[src/rtl/if_stage.sv]
// ---------------------------------------------------------------------------
// if_stage : instruction-fetch stage of the MIPS CPU.
//
// Owns the PC and runs the instruction-memory request/response exchange. It
// captures the fetched word in the instruction register (IR) and presents it,
// already sliced into fields, to the decoder/control unit.
//
// Optional feature macro: IF_JUMP_EN. When it is defined, the stage resolves
// j (op == 6'b000010) itself. Decode still sees the word and treats it as a
// no-op.
//
// Ports
//   clk, rst_n         clock; synchronous active-low reset
//   imem_req/addr      fetch request and word-aligned address (= pc)
//   imem_valid/rdata   response strobe and instruction word
//   instr_valid/ready  IR handshake towards decode/execute
//   branch, zero       beq indication and ALU equality, used only on accept
//   op/func/rs/rt/rd/imm  field slices of IR
//   pc, pc_plus4       address of the instruction in IR, and that address + 4
//   fetch_err          one-cycle pulse when a fetch times out
//   fsm_state          debug view of the FSM state (0 = FETCH, 1 = ISSUE)
//
// Handshakes:
//   instr_valid/instr_ready : a transfer happens on a rising edge where both
//     are 1. While instr_valid is 1, IR, pc and all field outputs are stable.
//   imem_req/imem_valid : imem_valid is honoured only while imem_req is 1.
//     A response that arrives while imem_req is 0 is ignored.
// ---------------------------------------------------------------------------
module if_stage #(
  parameter logic [31:0] RESET_PC      = 32'h0000_0000,
  parameter int          FETCH_TIMEOUT = 8
) (
  input  logic        clk,
  input  logic        rst_n,
  output logic        imem_req,
  output logic [31:0] imem_addr,
  input  logic        imem_valid,
  input  logic [31:0] imem_rdata,
  output logic        instr_valid,
  input  logic        instr_ready,
  input  logic        branch,
  input  logic        zero,
  output logic [5:0]  op,
  output logic [5:0]  func,
  output logic [4:0]  rs,
  output logic [4:0]  rt,
  output logic [4:0]  rd,
  output logic [15:0] imm,
  output logic [31:0] pc,
  output logic [31:0] pc_plus4,
  output logic        fetch_err,
  output logic        fsm_state
);

  typedef enum logic {
    S_FETCH = 1'b0,
    S_ISSUE = 1'b1
  } state_t;

  localparam int              CW       = $clog2(FETCH_TIMEOUT);
  localparam logic [CW-1:0]   WAIT_MAX = CW'(FETCH_TIMEOUT - 1);
  // Force word alignment even if the parameter is given a misaligned value.
  localparam logic [31:0]     PC_INIT  = {RESET_PC[31:2], 2'b00};

  state_t        state_q, state_d;
  logic [31:0]   pc_q, pc_d;
  logic [31:0]   ir_q, ir_d;
  logic [CW-1:0] wait_q, wait_d;
  logic          err_q, err_d;
  logic [31:0]   seq_pc;
  logic [31:0]   next_pc;

  // Field slices and PC views
  assign op       = ir_q[31:26];
  assign rs       = ir_q[25:21];
  assign rt       = ir_q[20:16];
  assign rd       = ir_q[15:11];
  assign imm      = ir_q[15:0];
  assign func     = ir_q[5:0];
  assign pc       = pc_q;
  assign seq_pc   = pc_q + 32'd4;
  assign pc_plus4 = seq_pc;

  // The cycle in which fetch_err is high is the re-request gap, so no
  // request is presented in that cycle.
  assign imem_req    = (state_q == S_FETCH) && !err_q;
  assign imem_addr   = pc_q;
  assign instr_valid = (state_q == S_ISSUE);
  assign fetch_err   = err_q;
  assign fsm_state   = state_q;

  // PC of the next instruction, used only in the accepting cycle.
  always_comb begin
    next_pc = seq_pc;
`ifdef IF_JUMP_EN
    if (ir_q[31:26] == 6'b000010) begin
      next_pc = {seq_pc[31:28], ir_q[25:0], 2'b00};
    end else if (branch && zero) begin
      next_pc = seq_pc + {{14{ir_q[15]}}, ir_q[15:0], 2'b00};
    end
`else
    if (branch && zero) begin
      next_pc = seq_pc + {{14{ir_q[15]}}, ir_q[15:0], 2'b00};
    end
`endif
  end

  // Next-state logic
  always_comb begin
    state_d = state_q;
    pc_d    = pc_q;
    ir_d    = ir_q;
    wait_d  = wait_q;
    err_d   = 1'b0;
    case (state_q)
      S_FETCH: begin
        if (err_q) begin
          // Re-request gap: nothing is outstanding, so any response is dropped.
          wait_d = '0;
        end else if (imem_valid) begin
          ir_d    = imem_rdata;
          wait_d  = '0;
          state_d = S_ISSUE;
        end else if (wait_q == WAIT_MAX) begin
          err_d  = 1'b1;
          wait_d = '0;
        end else begin
          wait_d = wait_q + CW'(1);
        end
      end
      S_ISSUE: begin
        if (instr_ready) begin
          pc_d    = next_pc;
          state_d = S_FETCH;
        end
      end
      default: state_d = S_FETCH;
    endcase
  end

  // State registers
  always_ff @(posedge clk) begin
    if (!rst_n) begin
      state_q <= S_FETCH;
      pc_q    <= PC_INIT;
      ir_q    <= '0;
      wait_q  <= '0;
      err_q   <= 1'b0;
    end else begin
      state_q <= state_d;
      pc_q    <= pc_d;
      ir_q    <= ir_d;
      wait_q  <= wait_d;
      err_q   <= err_d;
    end
  end

endmodule

[config.mk]
export PLATFORM = sky130hd
export DESIGN_NAME = if_stage
export DESIGN_NICKNAME = d
export VERILOG_FILES = /design/src/rtl/if_stage.sv
export SDC_FILE = /design/constraint.sdc
export NUM_CORES = 1
export LEC_CHECK = 0
export BUFFER_PORTS_ARGS = -buffer_cell sky130_fd_sc_hd__buf_4
export CORE_MARGIN = 2
export CORE_UTILIZATION = 56
export DETAILED_ROUTE_END_ITERATION = 6
export HOLD_SLACK_MARGIN = 0.1
export PLACE_DENSITY = 0.87
export SETUP_SLACK_MARGIN = 0.15
export SYNTH_ARGS = -nofsm -noshare
export SYNTH_HDL_FRONTEND = slang
export SYNTH_SLANG_ARGS = --single-unit
export TNS_END_PERCENT = 20
[constraint.sdc]
create_clock -name clk -period 9.2 [get_ports clk]
set_input_delay 0.92 -clock clk [delete_from_list [all_inputs] [get_ports clk]]
set_output_delay 0.92 -clock clk [all_outputs]
set_load 0.02 [all_outputs]
Word-level counts from Yosys, hierarchy flattened --
Index checks and enable logic that the tools add are counted. W data, S select, Z words.
Cells by class: reduce and logical (&&, ||, !) cells 6, add/subtract/negate cells 3, multiplexer cells 9, equality and inequality tests 1, bitwise logic cells 3
Operator list (count):
- $add A32 B3 Y32 const B | 1
- $add A32 B32 Y32 | 1
- $mux W32 | 1
- $mux W3 | 3
- $mux W1 | 4
- $reduce_or A4 Y1 | 1
- $add A3 B1 Y3 const B | 1
- $eq A3 B3 Y1 const B | 1
- $not A1 Y1 | 3
- $reduce_and A3 Y1 | 1
- $logic_and A1 B1 Y1 | 2
- $pmux W1 S2 | 1
- $reduce_and A2 Y1 | 1
- $logic_not A1 Y1 | 1
Storage, ports and cells: logic and storage cells 27, flip-flop bits (word level) 69, output and inout port bits 143, input port bits 38

Longest topological paths before layout --
word-level depth 4, mapped depth 17, gate-level depth less buffers 15

Worst setup path after synthesis --
Ideal clock, no wire load.
path kind register to register, start register pc_q[2] (netlist: imem_addr[2]), end register pc_q[31] (netlist: imem_addr[31]), data required time 9128 ps, arrival time 3907 ps, buffers on the path 1, cell stages (with the launch flop) 16, library setup time 72 ps, slack 5222 ps, period minus slack after synthesis 3978 ps, cells stage by stage dfxtp_1 -> ha_1 -> and3_1 -> and4_1 -> nand3_1 -> xnor2_1 -> ha_1 -> clkbuf_1 -> a21oi_1 -> o21bai_1 -> a21oi_1 -> o2111ai_1 -> o21ai_0 -> mux2i_1 -> mux2i_1 -> mux2i_1
Between the ends: word-level cells in the longest chain between the ends 3
RTL lines:
- start: declaration | line 66 | logic [31:0] pc_q, pc_d;
- start signal: assignment | line 151 | pc_q <= pc_d;
- $add A32 B3 Y32 | line 81 | assign seq_pc = pc_q + 32'd4;
- net pc_plus4[24] | line 50 | output logic [31:0] pc_plus4,
- $add A32 B32 Y32 | line 103 | next_pc = seq_pc + {{14{ir_q[15]}}, ir_q[15:0], 2'b00};
- $mux W32 | line 102 | if (branch && zero) begin
The timed path passes the listed nets, and every way through them passes these cells. A chain may end at the register's enable or synchronous reset.

Worst setup path in the final report --
start register pc_q[2] (netlist: imem_addr[2]), end register pc_q[31] (netlist: imem_addr[31])
Between the ends: word-level cells in the longest chain between the ends 3
RTL lines (line):
- $add A32 B3 Y32 * | 81
- $add A32 B32 Y32 | 103
- $mux W32 * | 102
Every way passes the cells marked *; elsewhere a longest branch is shown, timed or not.

==> impl_metrics.env <==
export IMPL_reg2regPathDepth=14
export IMPL_dr_first_iter_drc_count=397
export IMPL_path_clk_slew_ps=90
export IMPL_hold_depth=2
export IMPL_cp_slowest_stage_delay_ps=540
export IMPL_synth_ff_type="dfxtp_1"
export IMPL_syn_area_sq_um=5450
export IMPL_die_y_um=103
export IMPL_grt_setup_unrepaired="false"
export IMPL_fin_crit_sh=0.457
export IMPL_worstSetupPathType="reg2reg"
export IMPL_ff_latch_area_sq_um=1340
export IMPL_cts_sinks=67
export IMPL_setup_violations=0
export IMPL_p_seq_frac=0.408
export IMPL_tightest_slew_ps=1180
export IMPL_regToRegStartpoint="imem_addr[2]"
export IMPL_synth_edf_count=0
export IMPL_ys_seq_area_frac=0.246
export IMPL_routedWlPerCell_um=18.0
export IMPL_hpwl_um=12600
export IMPL_async_flop_share=0
export IMPL_fin_util=0.714
export IMPL_fin_area_sq_um=6660
export IMPL_p_leak_nw=3.13
export IMPL_layout_commonest_cell="buf_4"
export IMPL_path_depth=14
export IMPL_slowest_stage="dfxtp_1"
export IMPL_timing_slew_headroom=0.211
export IMPL_path_common_cell="mux2i_1"
export IMPL_synth_seq_cells=67
export IMPL_fillers=766
export IMPL_grt_pass1_vias=5255
export IMPL_cts_setup_buffers=0
export IMPL_drive_gt1_frac=0.244
export IMPL_core_area_sq_um=9330
export IMPL_start_util=0.584
export IMPL_internal_power_w=0.000512
export IMPL_status="finished, final reports clean"
export IMPL_arrival_ps=4490
export IMPL_drt_total_wl_um=17400
export IMPL_worstSetupStartpointType="flop"
export IMPL_final_setup_skew_ps=15.0
export IMPL_antenna_found_initial=0
export IMPL_p_comb_frac=0.251
export IMPL_cts_tree="done"
export IMPL_crit_chain="ha_1, and3_1, nand2_1, nor4_2, xnor2_1, ha_1, a21o_1, a21o_1, a21oi_1, o2111ai_1, o21ai_0, mux2i_1, mux2i_1, mux2i_1"
export IMPL_p_sw_frac=0.353
export IMPL_reg2reg_slack_ps=4990
export IMPL_path_buf_inv=0
export IMPL_rr_endpoint="imem_addr[31]"
export IMPL_place_area_sq_um=6460
export IMPL_end_kind="flop"
export IMPL_vias=5769
export IMPL_powerDensity_nw_per_um2=119
export IMPL_ios=181
export IMPL_rows=35
export IMPL_finalHoldViolCount=0
export IMPL_die_area_sq_um=10500
export IMPL_dp_cells=952
export IMPL_antenna_left=0
export IMPL_clock_power_share=0.341
export IMPL_io_buffers=174
export IMPL_worstPathRequired_ps=9480
export IMPL_die_w_um=103
export IMPL_startpoint="imem_addr[2]"
export IMPL_cts_root_buf="clkbuf_8"
export IMPL_fmax_mhz=238
export IMPL_drv_slew=0
export IMPL_grt_ovfl_total=0
export IMPL_cts_resized=0
export IMPL_antenna_cells=0
export IMPL_htree_num_levels=3
export IMPL_place_gp_congestion=0.921
export IMPL_clock_path_buffers=2
export IMPL_grt_usage=0.324
export IMPL_hold_buffers=0
export IMPL_routed_via_density=5.96
export IMPL_ys_warn_count=0
export IMPL_vdd_drop_max_mv=0.0890
export IMPL_grt_max_degree=58
export IMPL_path_max_fanout=10
export IMPL_finalSetupTns_ps=0
export IMPL_synthCells=726
export IMPL_yosys_cell_types_count=57
export IMPL_critical_path_top_delay_family="simple AND/OR/NAND/NOR gates"
export IMPL_cts_made_buffers=9
export IMPL_multi_input_area_sq_um=3580
export IMPL_maxCapViolations=0
export IMPL_insertion_delay_ps=360
export IMPL_drc=0
export IMPL_fin_crit_ps=4210
export IMPL_holdCritPathClass="reg2reg"
export IMPL_endpoint="imem_addr[31]"
export IMPL_instances_no_fill=968
export IMPL_power_switching_w=0.000280
export IMPL_grt_pass1_wl_um=26800
export IMPL_synth_area_per_cell_sq_um=7.50
export IMPL_layout_common_cells="buf_4 (178), nand2_1 (122), a21oi_1 (79)"
export IMPL_fin_nets=911
export IMPL_drt_first_pass_iters=6
export IMPL_area_growth_pct=22.3
registers in the layout, summed over array words and instances, names as in the netlist:
name       cells
ir_q          32
imem_addr     30
wait_q         3
fetch_err      1
fsm_state      1
cells in the mapped netlist (4+ instances only):
cell | n | area [sq um]
a31oi_1 | 5 | 31.3
a21oi_1 | 79 | 395
xnor2_1 | 30 | 263
nand3_1 | 31 | 155
ha_1 | 38 | 475
a21o_1 | 15 | 113
o21a_1 | 6 | 45.0
nand4_1 | 12 | 75.1
o221ai_1 | 5 | 43.8
xor2_1 | 15 | 131
o211a_1 | 8 | 80.1
nand2_1 | 122 | 458
dfxtp_1 | 67 | 1340
nor3_1 | 5 | 25.0
nor2b_1 | 4 | 25.0
nand2b_1 | 4 | 25.0
a211oi_1 | 7 | 52.6
clkbuf_1 | 35 | 131
o21ai_0 | 38 | 190
buf_4 | 48 | 360
and2_1 | 8 | 50.1
and3_1 | 7 | 43.8
and4_1 | 6 | 52.6
inv_1 | 10 | 37.5
mux2i_1 | 5 | 50.1
o211ai_1 | 11 | 82.6
a21boi_0 | 20 | 150
nor2_1 | 38 | 143
o21bai_1 | 7 | 52.6
layer usage:
layer	wire, um	up-vias	track usage	part of all wire
met5	0	-	0	0
met4	381	0	0.103	0.022
met3	1290	30	0.0427	0.074
met2	8330	304	0.543	0.48
met1	7380	2682	0.432	0.42
li1	-	2753	-	-
cells by family after synthesis:
logic type               share of synthesized area
AO/OA/AOI/OAI                                0.264
buffers and inverters                       0.0999
adder cells (fa/ha/maj)                     0.0910
other                                     0.000689
flip-flops                                   0.246
AND/OR/NAND/NOR                              0.214
XOR/XNOR                                    0.0724
multiplexers                                0.0113
area by class of cell:
| cell class | count | area share |
|---|---|---|
| Clock buffer | 9 | 0.0186 |
| Clock inverter | 7 | 0.0120 |
| Inverter | 10 | 0.00564 |
| Multi-Input combinational cell | 568 | 0.537 |
| Sequential cell | 67 | 0.201 |
| Tap cell | 129 | 0.0242 |
| Timing Repair Buffer | 178 | 0.201 |
stage by stage:
stage | worst slack, ps | power, W | hold slack (ps)
2_1_floorplan | 5220 | 0.000457 | 487
3_3_place_gp | 5270 | 0.000520 | 443
3_5_place_dp | 5130 | 0.000525 | 450
4_1_cts | 5060 | 0.000793 | 461
5_1_grt | 4570 | 0.000822 | 478
6_report | 4990 | 0.000792 | 460
power by group through the flow:
| stage | combinational [W] | clock (W) | sequential, W |
|---|---|---|---|
| floorplan | 0.000116 | 0 | 0.000341 |
| global placement | 0.000193 | 0 | 0.000328 |
| detailed placement | 0.000196 | 0 | 0.000329 |
| CTS | 0.000197 | 0.000274 | 0.000322 |
| global route | 0.000213 | 0.000284 | 0.000325 |
| finish | 0.000198 | 0.000270 | 0.000323 |
worst reg2reg max path, stage by stage, from the launching register on:
cell	delay [ps]
dfxtp_1	540
ha_1	340
and3_1	360
nand2_1	270
nor4_2	360
xnor2_1	200
ha_1	360
a21o_1	190
a21o_1	180
a21oi_1	240
o2111ai_1	140
o21ai_0	230
mux2i_1	280
mux2i_1	250
mux2i_1	190
how the worst min path moves through the flow:
stage / from / endpoint / slack (ps)
2_1_floorplan: wait_q[1] / wait_q[1] / 490
3_3_place_gp: ir_q[18] / ir_q[18] / 440
3_5_place_dp: ir_q[16] / ir_q[16] / 450
4_1_cts: ir_q[16] / ir_q[16] / 460
5_1_grt: ir_q[16] / ir_q[16] / 480
6_report: ir_q[16] / ir_q[16] / 460
Note: power is estimated with default switching activity, not from simulation.
